**config.mk**
```make
export PLATFORM = sky130hd
export DESIGN_NAME = ipsxe_floating_point_z_group2_norm_v1_0_flat
export DESIGN_NICKNAME = d
export VERILOG_FILES = /design/src/rtl/ipsxe_floating_point_z_group2_norm_v1_0_if.sv /design/src/rtl/ipsxe_floating_point_z_group2_norm_v1_0.sv /design/src/flat_wrapper.sv
export SDC_FILE = /design/constraint.sdc
export NUM_CORES = 1
export LEC_CHECK = 0
export CAP_MARGIN = 10
export CORE_MARGIN = 8
export CORE_UTILIZATION = 57
export DETAILED_ROUTE_END_ITERATION = 10
export PLACE_DENSITY = 0.95
export REMOVE_ABC_BUFFERS = 1
export SLEW_MARGIN = 25
export SYNTH_ARGS = -nofsm -noshare
export SYNTH_HDL_FRONTEND = slang
export SYNTH_SLANG_ARGS = --single-unit
```
**constraint.sdc**
```tcl
create_clock -name i_clk -period 10.61 [get_ports i_clk]
set_input_delay 2.122 -clock i_clk [delete_from_list [all_inputs] [get_ports i_clk]]
set_output_delay 2.122 -clock i_clk [all_outputs]
set_load 0.005 [all_outputs]
```
**src/rtl/ipsxe_floating_point_z_group2_norm_v1_0_if.sv**
```systemverilog
// ipsxe_floating_point_z_group2_norm_v1_0_if: upstream/downstream handshake bundle for the z*group2 normaliser
interface ipsxe_floating_point_z_group2_norm_v1_0_if #(
  parameter int MAN_WIDTH = 52,
  parameter int RNE = 2,
  parameter int EXP_WIDTH = 11
);
  localparam int IN_W = (MAN_WIDTH + 1) + RNE - 17;
  localparam int FRAC_W = IN_W - 2 - RNE;
  logic i_valid;
  logic o_ready;
  logic [IN_W-1:0] i_z_group2_dlt17zeros;
  logic [EXP_WIDTH-1:0] i_exp;
  logic [1:0] i_special;
  logic o_valid;
  logic i_ready;
  logic [FRAC_W-1:0] o_frac;
  logic [EXP_WIDTH-1:0] o_exp;
  logic o_ovf;
  modport slave (
    input i_valid, i_z_group2_dlt17zeros, i_exp, i_special, i_ready,
    output o_ready, o_valid, o_frac, o_exp, o_ovf
  );
  modport master (
    output i_valid, i_z_group2_dlt17zeros, i_exp, i_special, i_ready,
    input o_ready, o_valid, o_frac, o_exp, o_ovf
  );
endinterface

```
**src/rtl/ipsxe_floating_point_z_group2_norm_v1_0.sv**
```systemverilog
// ipsxe_floating_point_z_group2_norm_v1_0: carry normalise, RNE round, exponent saturate and special override in a 2-stage pipe
module ipsxe_floating_point_z_group2_norm_v1_0 #(
  parameter int MAN_WIDTH = 52,
  parameter int RNE = 2,
  parameter int EXP_WIDTH = 11
) (
  input logic i_clk,
  input logic i_rst_n,
  ipsxe_floating_point_z_group2_norm_v1_0_if.slave bus
);
  localparam int IN_W = (MAN_WIDTH + 1) + RNE - 17;
  localparam int FRAC_W = IN_W - 2 - RNE;
  localparam logic [EXP_WIDTH:0] EXP_MAX = (EXP_WIDTH+1)'((1 << EXP_WIDTH) - 1);
  logic s1_valid, s1_sticky, stall, carry;
  logic [IN_W-3:0] s1_man;
  logic [EXP_WIDTH:0] s1_exp;
  logic [1:0] s1_special;
  logic [FRAC_W-1:0] frac;
  logic g, rest, up, sat, zero;
  logic [FRAC_W:0] sum;
  logic [EXP_WIDTH:0] exp2;
  logic [FRAC_W-1:0] n_frac;
  logic [EXP_WIDTH-1:0] n_exp;
  logic n_ovf;
  assign stall = bus.o_valid && !bus.i_ready;
  assign bus.o_ready = !(s1_valid && stall);
  assign carry = bus.i_z_group2_dlt17zeros[IN_W-1];
  // the hidden bit is implied after normalisation, so only fraction and guard bits are kept
  always_ff @(posedge i_clk or negedge i_rst_n)
    if (!i_rst_n) begin
      s1_valid <= 1'b0;
      s1_man <= '0;
      s1_sticky <= 1'b0;
      s1_exp <= '0;
      s1_special <= '0;
    end else if (bus.o_ready) begin
      s1_valid <= bus.i_valid;
      if (bus.i_valid) begin
        s1_man <= carry ? bus.i_z_group2_dlt17zeros[IN_W-2:1] : bus.i_z_group2_dlt17zeros[IN_W-3:0];
        s1_sticky <= carry & bus.i_z_group2_dlt17zeros[0];
        s1_exp <= {1'b0, bus.i_exp} + (EXP_WIDTH+1)'(carry);
        s1_special <= bus.i_special;
      end
    end
  assign frac = s1_man[IN_W-3:RNE];
  assign g = s1_man[RNE-1];
  assign rest = (|s1_man[RNE-2:0]) | s1_sticky;
  assign up = g & (rest | frac[0]);
  assign sum = {1'b0, frac} + (FRAC_W+1)'(up);
  assign exp2 = s1_exp + (EXP_WIDTH+1)'(sum[FRAC_W]);
  assign sat = exp2 >= EXP_MAX;
  assign zero = exp2 == '0;
  always_comb begin
    n_frac = sum[FRAC_W-1:0];
    n_exp = exp2[EXP_WIDTH-1:0];
    n_ovf = 1'b0;
    if (s1_special == 2'b01) begin
      n_frac = '0;
      n_exp = '0;
    end else if (s1_special == 2'b10) begin
      n_frac = '0;
      n_exp = '1;
    end else if (s1_special == 2'b11) begin
      n_frac = {1'b1, {(FRAC_W-1){1'b0}}};
      n_exp = '1;
    end else if (sat) begin
      n_frac = '0;
      n_exp = '1;
      n_ovf = 1'b1;
    end else if (zero) begin
      n_frac = '0;
      n_exp = '0;
    end
  end
  always_ff @(posedge i_clk or negedge i_rst_n)
    if (!i_rst_n) begin
      bus.o_valid <= 1'b0;
      bus.o_frac <= '0;
      bus.o_exp <= '0;
      bus.o_ovf <= 1'b0;
    end else if (!stall) begin
      bus.o_valid <= s1_valid;
      if (s1_valid) begin
        bus.o_frac <= n_frac;
        bus.o_exp <= n_exp;
        bus.o_ovf <= n_ovf;
      end
    end
endmodule

```
**src/flat_wrapper.sv**
```systemverilog
// flat-port wrapper written by rule: the top's interface ports become plain ports
module ipsxe_floating_point_z_group2_norm_v1_0_flat 
#(
  parameter int MAN_WIDTH = 52,
  parameter int RNE = 2,
  parameter int EXP_WIDTH = 11
)
  (i_clk, i_rst_n, bus_i_valid, bus_i_z_group2_dlt17zeros, bus_i_exp, bus_i_special, bus_i_ready, bus_o_ready, bus_o_valid, bus_o_frac, bus_o_exp, bus_o_ovf);
  ipsxe_floating_point_z_group2_norm_v1_0_if #(.MAN_WIDTH(MAN_WIDTH), .RNE(RNE), .EXP_WIDTH(EXP_WIDTH)) bus_i ();
  input logic i_clk;
  input logic i_rst_n;
  input wire logic [$bits(bus_i.i_valid)-1:0] bus_i_valid;
  input wire logic [$bits(bus_i.i_z_group2_dlt17zeros)-1:0] bus_i_z_group2_dlt17zeros;
  input wire logic [$bits(bus_i.i_exp)-1:0] bus_i_exp;
  input wire logic [$bits(bus_i.i_special)-1:0] bus_i_special;
  input wire logic [$bits(bus_i.i_ready)-1:0] bus_i_ready;
  output wire logic [$bits(bus_i.o_ready)-1:0] bus_o_ready;
  output wire logic [$bits(bus_i.o_valid)-1:0] bus_o_valid;
  output wire logic [$bits(bus_i.o_frac)-1:0] bus_o_frac;
  output wire logic [$bits(bus_i.o_exp)-1:0] bus_o_exp;
  output wire logic [$bits(bus_i.o_ovf)-1:0] bus_o_ovf;
  assign bus_i.i_valid = bus_i_valid;
  assign bus_i.i_z_group2_dlt17zeros = bus_i_z_group2_dlt17zeros;
  assign bus_i.i_exp = bus_i_exp;
  assign bus_i.i_special = bus_i_special;
  assign bus_i.i_ready = bus_i_ready;
  assign bus_o_ready = bus_i.o_ready;
  assign bus_o_valid = bus_i.o_valid;
  assign bus_o_frac = bus_i.o_frac;
  assign bus_o_exp = bus_i.o_exp;
  assign bus_o_ovf = bus_i.o_ovf;
  ipsxe_floating_point_z_group2_norm_v1_0 #(.MAN_WIDTH(MAN_WIDTH), .RNE(RNE), .EXP_WIDTH(EXP_WIDTH)) u_core (.i_clk(i_clk), .i_rst_n(i_rst_n), .bus(bus_i));
endmodule
```
* Word level (Yosys, flattened, before mapping)
Index checks and enable logic that the tools add are counted.
W data, S select, Z words.
** Word-level totals
- Bits in latches :: 0
- Bits in read-only memories :: 0
- Memories :: 0
- Register bits :: 99
- RAM bits :: 0
** Cells by class
- Muxes and demuxes :: 15
- Divide/modulo/power cells :: 0
- $mul :: 0
- $lt $le $gt $ge :: 1
- Bitwise gates (word level) :: 6
- $add $sub $neg :: 3
- Shifts and indexed selects :: 0
- Reductions and logical operators :: 7
- Equality and inequality tests :: 3
** Operator list (count)
- $mux W34 :: 5
- $mux W11 :: 5
- $mux W36 :: 1
- $add A34 B1 Y35 :: 1
- $add A11 B1 Y12 :: 1
- $add A12 B1 Y12 :: 1
- $ge A12 B11 Y1 const B :: 1
- $logic_not A12 Y1 :: 1
- $eq A2 B2 Y1 const B :: 2
- $mux W1 :: 4
- $reduce_and A2 Y1 :: 2
- $and A1 B1 Y1 :: 2
- $eq A2 B1 Y1 const B :: 1
- $logic_and A1 B1 Y1 :: 2
- $logic_not A1 Y1 :: 2
- $not A1 Y1 :: 2
- $or A1 B1 Y1 :: 2

* Longest topological paths before layout
- Depth in word-level cells :: 11
- Depth in mapped cells :: 16
- Mapped depth without buffers :: 14

* Worst setup path before layout
Ideal clock, no wire load.
- Kind :: input -> output
- Start point :: in bus_i_ready
- End point :: out bus_o_ready
- Buffers on the path :: 0
- Arrival time :: 2.301 ns
- Data required time :: 8.488 ns
- Stages on the path :: 1
- Setup slack :: 6.187 ns
- Cell sequence :: nand3b_1
** On the way
- Longest elaborated chain between the ends :: 4
** RTL lines
- from (decl) :: RTL line flat_wrapper.sv:16 : input wire logic [$bits(bus_i.i_ready)-1:0] bus_i_ready;
- $logic_not A1 Y1 :: RTL line ipsxe_floating_point_z_group2_norm_v1_0.sv:25 : assign stall = bus.o_valid && !bus.i_ready;
- $logic_and A1 B1 Y1 :: RTL line ipsxe_floating_point_z_group2_norm_v1_0.sv:25
- $logic_and A1 B1 Y1 :: RTL line ipsxe_floating_point_z_group2_norm_v1_0.sv:26 : assign bus.o_ready = !(s1_valid && stall);
- $logic_not A1 Y1 :: RTL line ipsxe_floating_point_z_group2_norm_v1_0.sv:26
- to (decl) :: RTL line flat_wrapper.sv:17 : output wire logic [$bits(bus_i.o_ready)-1:0] bus_o_ready;
No other way between the ends.

* Final worst setup path
Ends and elaborated chain as after synthesis.

==> impl_summary.txt <==
----------------------------------------------------
[Outcome]
  Result of the run ... finished, final reports clean

[Route]
  Post-route DRC violation count ... 0
  Antenna-violating nets left ... 0
  Count of TritonRoute iterations in the first routing pass ... 5
  Post-detailed-route wirelength per cell ... 16.1 µm
  Via count ... 4607
  Drt initial violations ... 279
  Overall routed net length ... 12.9 mm
  Average vias per placed instance ... 5.74

[Timing]
  Final hold violation count ... 0
  Slew at the pin closest to its max-slew limit ... 0.800 ns
  Fin crit share ... just over 50%
  PnR worst setup slack ... 5.19 ns
  Final Max Tran Viols ... 0
  Number of setup violations in the final report ... 0
  Fmax ... 0.184 GHz
  Final min period ... roughly 5.4 ns
  Final-layout setup total negative slack ... 0 ns
  Worst relative slew slack ... 46.7%
  Maximum clock skew at final layout ... 0.0106 ns
  Unrepaired setup endpoints after global routing ... false

[Layout]
  Final core utilization ... ~71%
  Total Nets Final ... 725
  Layout-stage area growth over the synthesis result ... 22.7%
  FILL cells ... 729
  Fin cells ... 802
  Fraction of final layout cells sized beyond drive strength 1 ... about 9.0%
  Antenna diode instance count ... 0

[Min path]
  Destination of the worst hold path ... u_core.bus.o_exp[7]$_DFFE_PN0P_
  Number of stages on the worst hold path ... 2
  Hold wc startpoint ... u_core.bus.o_exp[7]$_DFFE_PN0P_
  Tightest Hold Check Type ... reg -> reg

[Setup path]
  Capture instance of the worst register-to-register path ... u_core.bus.o_frac[2]$_DFFE_PN0P_
  Highest fanout seen on the critical path ... 3
  Reg-to-reg critical path startpoint ... u_core.s1_man[1]$_DFFE_PN0P_
  Type of element capturing the critical path ... output port
  Worst Reg2Reg Path Length in Cells ... 14
  WP data arrival ... about 3.3 ns
  Reg2reg setup slack ... 5.85 ns
  Worst setup path category ... in -> out
  Kind of start point of the critical path ... primary input
  Data required time at the worst endpoint ... 8.49 ns

[Die]
  DIE HEIGHT ... 115 µm
  Die outline width ... 115 µm
  DIE AREA ... 13200 µm²
  Starting utilization of the core area ... 58.0%
  Area of the placeable core ... 9640 µm²
  Site Rows ... 36
  Number of primary I/O pins ... 103

[Synth]
  Count of flip-flops with a built-in enable after synthesis ... 0
  Cell types occupying the most area after synthesis ... sky130_fd_sc_hd__dfrtp_1, sky130_fd_sc_hd__nand2_1, sky130_fd_sc_hd__mux2i_1
  Sequential fraction of the synthesis area ... 44.3%
  Portion of synthesized cell area occupied by the leading cell type ... 44.3%
  Dominant cell by count in the synthesized netlist ... sky130_fd_sc_hd__nand2_1
  Async set or reset register ratio after synthesis ... 100%
  Count of mapped cells out of synthesis ... 581
  Post-Syn Area per Cell ... 9.63 µm²
  Most frequent cells after synthesis ... sky130_fd_sc_hd__nand2_1, sky130_fd_sc_hd__dfrtp_1, sky130_fd_sc_hd__o21ai_0
  Count of warnings emitted by yosys ... 0
  Post-Synthesis Cell Area ... about 5600 µm²
  Number of register bits inferred by synthesis ... 99
  Main flop type after synthesis ... sky130_fd_sc_hd__dfrtp_1
  Cell type contributing the most total cell area after synthesis ... sky130_fd_sc_hd__dfrtp_1
  Number of library cell types mapped by synthesis ... 49

[CTS]
  Clock tree from TritonCTS ... yes
  Root buf cell ... sky130_fd_sc_hd__clkbuf_8
  Number of clock buffers inserted by TritonCTS ... 9
  Deepest clock path buffer count ... 2
  Post-CTS Setup Repair Bufs ... 0
  Clock transition at the register clock pins on the worst setup and hold paths after CTS ... 0.08 ns
  # resized after CTS ... 0
  CTS Hold Buffers Added ... 0
  Clock network latency to the later pin of the worst-skew pair ... 0.37 ns
  Depth of the CTS H-tree ... 3
  Number of sinks driven by the clock tree ... 99

[Global route]
  Vias in the first global route ... 4547
  Global route total overflow ... 0
  Total global routing track utilization ... 20.2%
  Global-route wire length before repair ... ~22 mm
  Maximum number of pins on one net before global-route repair ... between 90 and 100
  Number of antenna violations at the first check in global routing ... 0

[Placement]
  Count of buffers from port buffering ... around 100
  Cell total after placement ... 787
  HPWL after detailed placement ... 9.67 mm
  Pre-CTS worst setup slack ... 5.20 ns
  Final GP Congestion ... 0.878

[Power]
  Overall power after layout ... 1030 µW
  IR drop worst, VDD ... 0.0000976 V
  Total power divided by cell area ... between 150 and 200 nW/µm²
  Leak Pwr ... 0.00288 µW

[Flow run]
  Maxcap violations ... 0

----------------------------------------------------
==> cells by family (layout without fill, tap and decap cells) <==
kind of cell,after synthesis,in the layout,synth area share (%)
multiplexers,41,41,7.45
AND/OR/NAND/NOR,230,230,19.7
XOR/XNOR,53,53,8.30
AO/OA/AOI/OAI,109,109,15.3
flip-flops,99,99,44.3
adder cells (fa/ha/maj),5,5,1.12
buffers and inverters,44,132,3.87
==> cell usage in the layout (no fill, tap or decap), types with 3 or more instances in the layout <==
cell	synthesis	routed
sky130_fd_sc_hd__ha_1	5	5
sky130_fd_sc_hd__nand4_1	14	14
sky130_fd_sc_hd__xor2_1	23	23
sky130_fd_sc_hd__a21oi_1	4	4
sky130_fd_sc_hd__inv_1	9	9
sky130_fd_sc_hd__nor2_1	31	31
sky130_fd_sc_hd__o31ai_1	7	7
sky130_fd_sc_hd__clkdlybuf4s50_1	0	100
sky130_fd_sc_hd__dfrtp_1	99	99
sky130_fd_sc_hd__o21ai_0	58	58
sky130_fd_sc_hd__buf_4	2	7
sky130_fd_sc_hd__o41ai_1	8	8
sky130_fd_sc_hd__clkbuf_8	0	11
sky130_fd_sc_hd__and3_1	5	5
sky130_fd_sc_hd__nand2b_1	4	4
sky130_fd_sc_hd__nand2_1	114	113
sky130_fd_sc_hd__nand3_1	24	24
sky130_fd_sc_hd__nor4_1	4	4
sky130_fd_sc_hd__and4_1	6	6
sky130_fd_sc_hd__xnor2_1	30	30
sky130_fd_sc_hd__mux2i_1	36	36
sky130_fd_sc_hd__nor3_1	12	12
sky130_fd_sc_hd__mux2_2	5	5
sky130_fd_sc_hd__o41ai_2	19	19
sky130_fd_sc_hd__a21o_1	3	3
==> worst max path at each step <==
stage	from	endpoint	cells past startpoint
2_1_floorplan	bus_i_ready	u_core.bus.o_frac[25]$_DFFE_PN0P_	5
3_3_place_gp	bus_i_ready	bus_o_ready	3
3_5_place_dp	bus_i_ready	bus_o_ready	3
4_1_cts	bus_i_ready	bus_o_ready	3
5_1_grt	bus_i_ready	bus_o_ready	3
6_report	bus_i_ready	bus_o_ready	3
==> per-layer routing <==
metal | wire, µm | vias to the layer above | track usage (%)
li1 | - | 2227 | -
met1 | 5530 | 2189 | 24.8
met2 | 6460 | 164 | 34.5
met3 | 648 | 27 | 3.52
met4 | 280 | 0 | 8.41
met5 | 0 | - | 0
==> power breakdown <==
| group | switching, µW | leakage [µW] | internal, µW | total (µW) |
|---|---|---|---|---|
| registers | 64.0 | 0.00125 | 438 | 502 |
| clock network | 123 | 0.000115 | 144 | 268 |
| logic | 122 | 0.00152 | 141 | 263 |
==> sequential cells by signal, indices dropped and copies added, names as in the netlist <==
register / count
u_core.s1_exp: 12
u_core.bus.o_ovf: 1
u_core.bus.o_valid: 1
u_core.bus.o_frac: 34
u_core.s1_special: 2
u_core.s1_valid: 1
u_core.s1_man: 36
u_core.bus.o_exp: 11
u_core.s1_sticky: 1
==> worst max-delay path, cell delays in order <==
cell and delay [ns]:
sky130_fd_sc_hd__clkdlybuf4s50_1 0.47, sky130_fd_sc_hd__nand3b_1 0.17, sky130_fd_sc_hd__clkdlybuf4s50_1 0.53
==> cell type report <==
cell class	instances	area (µm²)	area share, %
sequential	99	2480	36.1
multi-input combinational	438	2900	42.3
tap	133	166	2.42
clock buffer	11	151	2.21
inverter	9	33.8	0.492
timing repair buffer	108	1060	15.4
clock inverter	4	73.8	1.08
==> metrics by stage <==
step           area [µm²]  hold slack (ns)
4_1_cts              6860            0.489
5_1_grt              6860            0.505
6_report             6860            0.483
3_3_place_gp         6640            0.458
2_1_floorplan        5410            0.450
3_5_place_dp         6640            0.465
No activity file was read; power rests on OpenSTA's default activity.
==> RTL change, RTL diff (config.mk and constraints unchanged) <==
`EXP_WIDTH` is set to 11 in 3 places; all go to 9.
--- a/src/rtl/ipsxe_floating_point_z_group2_norm_v1_0_if.sv
+++ b/src/rtl/ipsxe_floating_point_z_group2_norm_v1_0_if.sv
@@ -4,3 +4,3 @@
   parameter int RNE = 2,
-  parameter int EXP_WIDTH = 11
+  parameter int EXP_WIDTH = 9
 );
--- a/src/rtl/ipsxe_floating_point_z_group2_norm_v1_0.sv
+++ b/src/rtl/ipsxe_floating_point_z_group2_norm_v1_0.sv
@@ -4,3 +4,3 @@
   parameter int RNE = 2,
-  parameter int EXP_WIDTH = 11
+  parameter int EXP_WIDTH = 9
 ) (
--- a/src/flat_wrapper.sv
+++ b/src/flat_wrapper.sv
@@ -5,3 +5,3 @@
   parameter int RNE = 2,
-  parameter int EXP_WIDTH = 11
+  parameter int EXP_WIDTH = 9
 )
Ports: changed (resized bus_i_exp and bus_o_exp); port bits go from 103 to 99. No check against the original RTL was run, so the function may have changed too.
==> RTL change against the unedited design <==
  * Die area is 3.0% lower
  * Global-route usage is 0.19 points higher
  * Core utilization is 0.24 points lower
  * Count of clock-buffer cells in the layout stayed put
  * Hold slack better by 0.0047 ns
  * Clock skew is 0.0040 ns higher
  * Worst setup slack worse by 0.014 ns
  * Cell area is 4.9% lower
  * Total power is 5.6% lower
  * Register-to-register slack better by 0.03 ns
  * Wire length is 1.8% higher
  * Cell count is 9.5% lower
  * Sequential cell count is 4 lower
  * Synthesized area is 3.4% lower
  * Largest power group unchanged
==> RTL change: results (changes against the unedited design) <==
<table>
<tr><th>Metric</th><th>Value</th></tr>
<tr><th colspan="2">Placement</th></tr>
<tr><td>Final estimated routing congestion in global placement</td><td>0.8939 (+1.8%)</td></tr>
<tr><td>Placed insts</td><td>710 (-9.8%)</td></tr>
<tr><td>HPWL after detailed placement</td><td>9441 µm (-2.3%)</td></tr>
<tr><th colspan="2">STA</th></tr>
<tr><td>Max transition margin</td><td>0.3066 (-0.1603)</td></tr>
<tr><th colspan="2">Yosys</th></tr>
<tr><td>Largest cells by area after synthesis</td><td>dfrtp_1, o41ai_2, nand2_1</td></tr>
<tr><td>Top cell types by occurrence after synthesis</td><td>nand2_1, dfrtp_1, o21ai_0</td></tr>
<tr><td>Number of synthesized register bits</td><td>95 (-4.0%)</td></tr>
<tr><td>Adder and majority cell fraction of the synthesized area</td><td>0.01158 (+0.0003991)</td></tr>
<tr><th colspan="2">GRT</th></tr>
<tr><td>Via count of the first global-routing pass</td><td>4483 (-1.4%)</td></tr>
<tr><td>Wire length of the first global-routing pass</td><td>21450 µm (-0.73%)</td></tr>
<tr><th colspan="2">Cells and area</th></tr>
<tr><td>Layout multi-input combinational cell count</td><td>394 (-10%)</td></tr>
<tr><td>Nets</td><td>668 (-7.9%)</td></tr>
<tr><td>Non-filler cells in the finished layout</td><td>726 (-9.5%)</td></tr>
<tr><td>Signal inverters</td><td>6 (-3)</td></tr>
<tr><td>Signal buf overhead</td><td>0.1561 (+0.001849)</td></tr>
<tr><td>Layout area overhead</td><td>20.83%</td></tr>
<tr><td>Largest registers</td><td>u_core.s1_man (36), u_core.bus.o_frac (34), u_core.s1_exp (10)</td></tr>
<tr><th colspan="2">Routing</th></tr>
<tr><td>Routed Wire Length</td><td>13150 µm (+1.8%)</td></tr>
<tr><td>Number of violations reported at the end of detailed-routing iteration 0</td><td>316 (+13%)</td></tr>
<tr><td>1st-pass router iterations</td><td>4 (-1)</td></tr>
<tr><th colspan="2">Power</th></tr>
<tr><td>Reported leakage power</td><td>0.002731 µW (-5.2%)</td></tr>
<tr><td>Power share of the combinational group</td><td>0.273 (+0.018)</td></tr>
<tr><th colspan="2">Die</th></tr>
<tr><td>Well-Tap Cells</td><td>111 (-17%)</td></tr>
<tr><th colspan="2">Outcome</th></tr>
<tr><td>Outcome</td><td>finished, final reports clean</td></tr>
<tr><th colspan="2">Setup path</th></tr>
<tr><td>Arrival @ worst endpoint</td><td>3.32 ns (+0.02 ns)</td></tr>
</table>
[RTL change: cell types whose count changed after synthesis, sizes merged, moves of 4 or more]
cell   unedited run  this run
nor2             32        12
nand2           115       104
xor2             23        12
buf              11        19
o21ai            58        50
nand3            24        17
nand4            16         9
nor4              4        11
xnor2            30        37
o31ai             8         2
o41ai            27        33
a22oi             0         4
dfrtp            99        95
[RTL change: routing by layer]
metal | vias up | GRT usage | wire (µm)
li1 | 2077 | - | -
met1 | 2141 | 0.2323 | 5296
met2 | 161 | 0.3639 | 6741
met3 | 31 | 0.03514 | 736
met4 | 0 | 0.09858 | 380
met5 | - | 0 | 0
[RTL change: final timing paths]
path / start / end / slack [ns] / cells after the start
worst max register to register: u_core.s1_man[12]$_DFFE_PN0P_ / u_core.bus.o_frac[8]$_DFFE_PN0P_ / 5.88 / 12
worst min register to register: u_core.bus.o_frac[24]$_DFFE_PN0P_ / u_core.bus.o_frac[24]$_DFFE_PN0P_ / 0.49 / 2
min in group asynchronous: i_rst_n / u_core.bus.o_exp[8]$_DFFE_PN0P_ / 1.76 / 1
worst min-delay path: u_core.bus.o_frac[24]$_DFFE_PN0P_ / u_core.bus.o_frac[24]$_DFFE_PN0P_ / 0.49 / 2
max in group asynchronous: i_rst_n / u_core.bus.o_exp[5]$_DFFE_PN0P_ / 7.82 / 2
worst max-delay path: bus_i_ready / bus_o_ready / 5.17 / 3
[RTL change: stage by stage]
stage          utilization  hold slack, ns  setup slack, ns
2_1_floorplan            -          0.4504            5.306
3_3_place_gp        0.6895          0.4561            5.229
3_5_place_dp        0.6895          0.4720            5.172
4_1_cts             0.7095          0.4920            5.165
5_1_grt             0.7095          0.5107            5.131
6_report            0.7095          0.4877            5.172
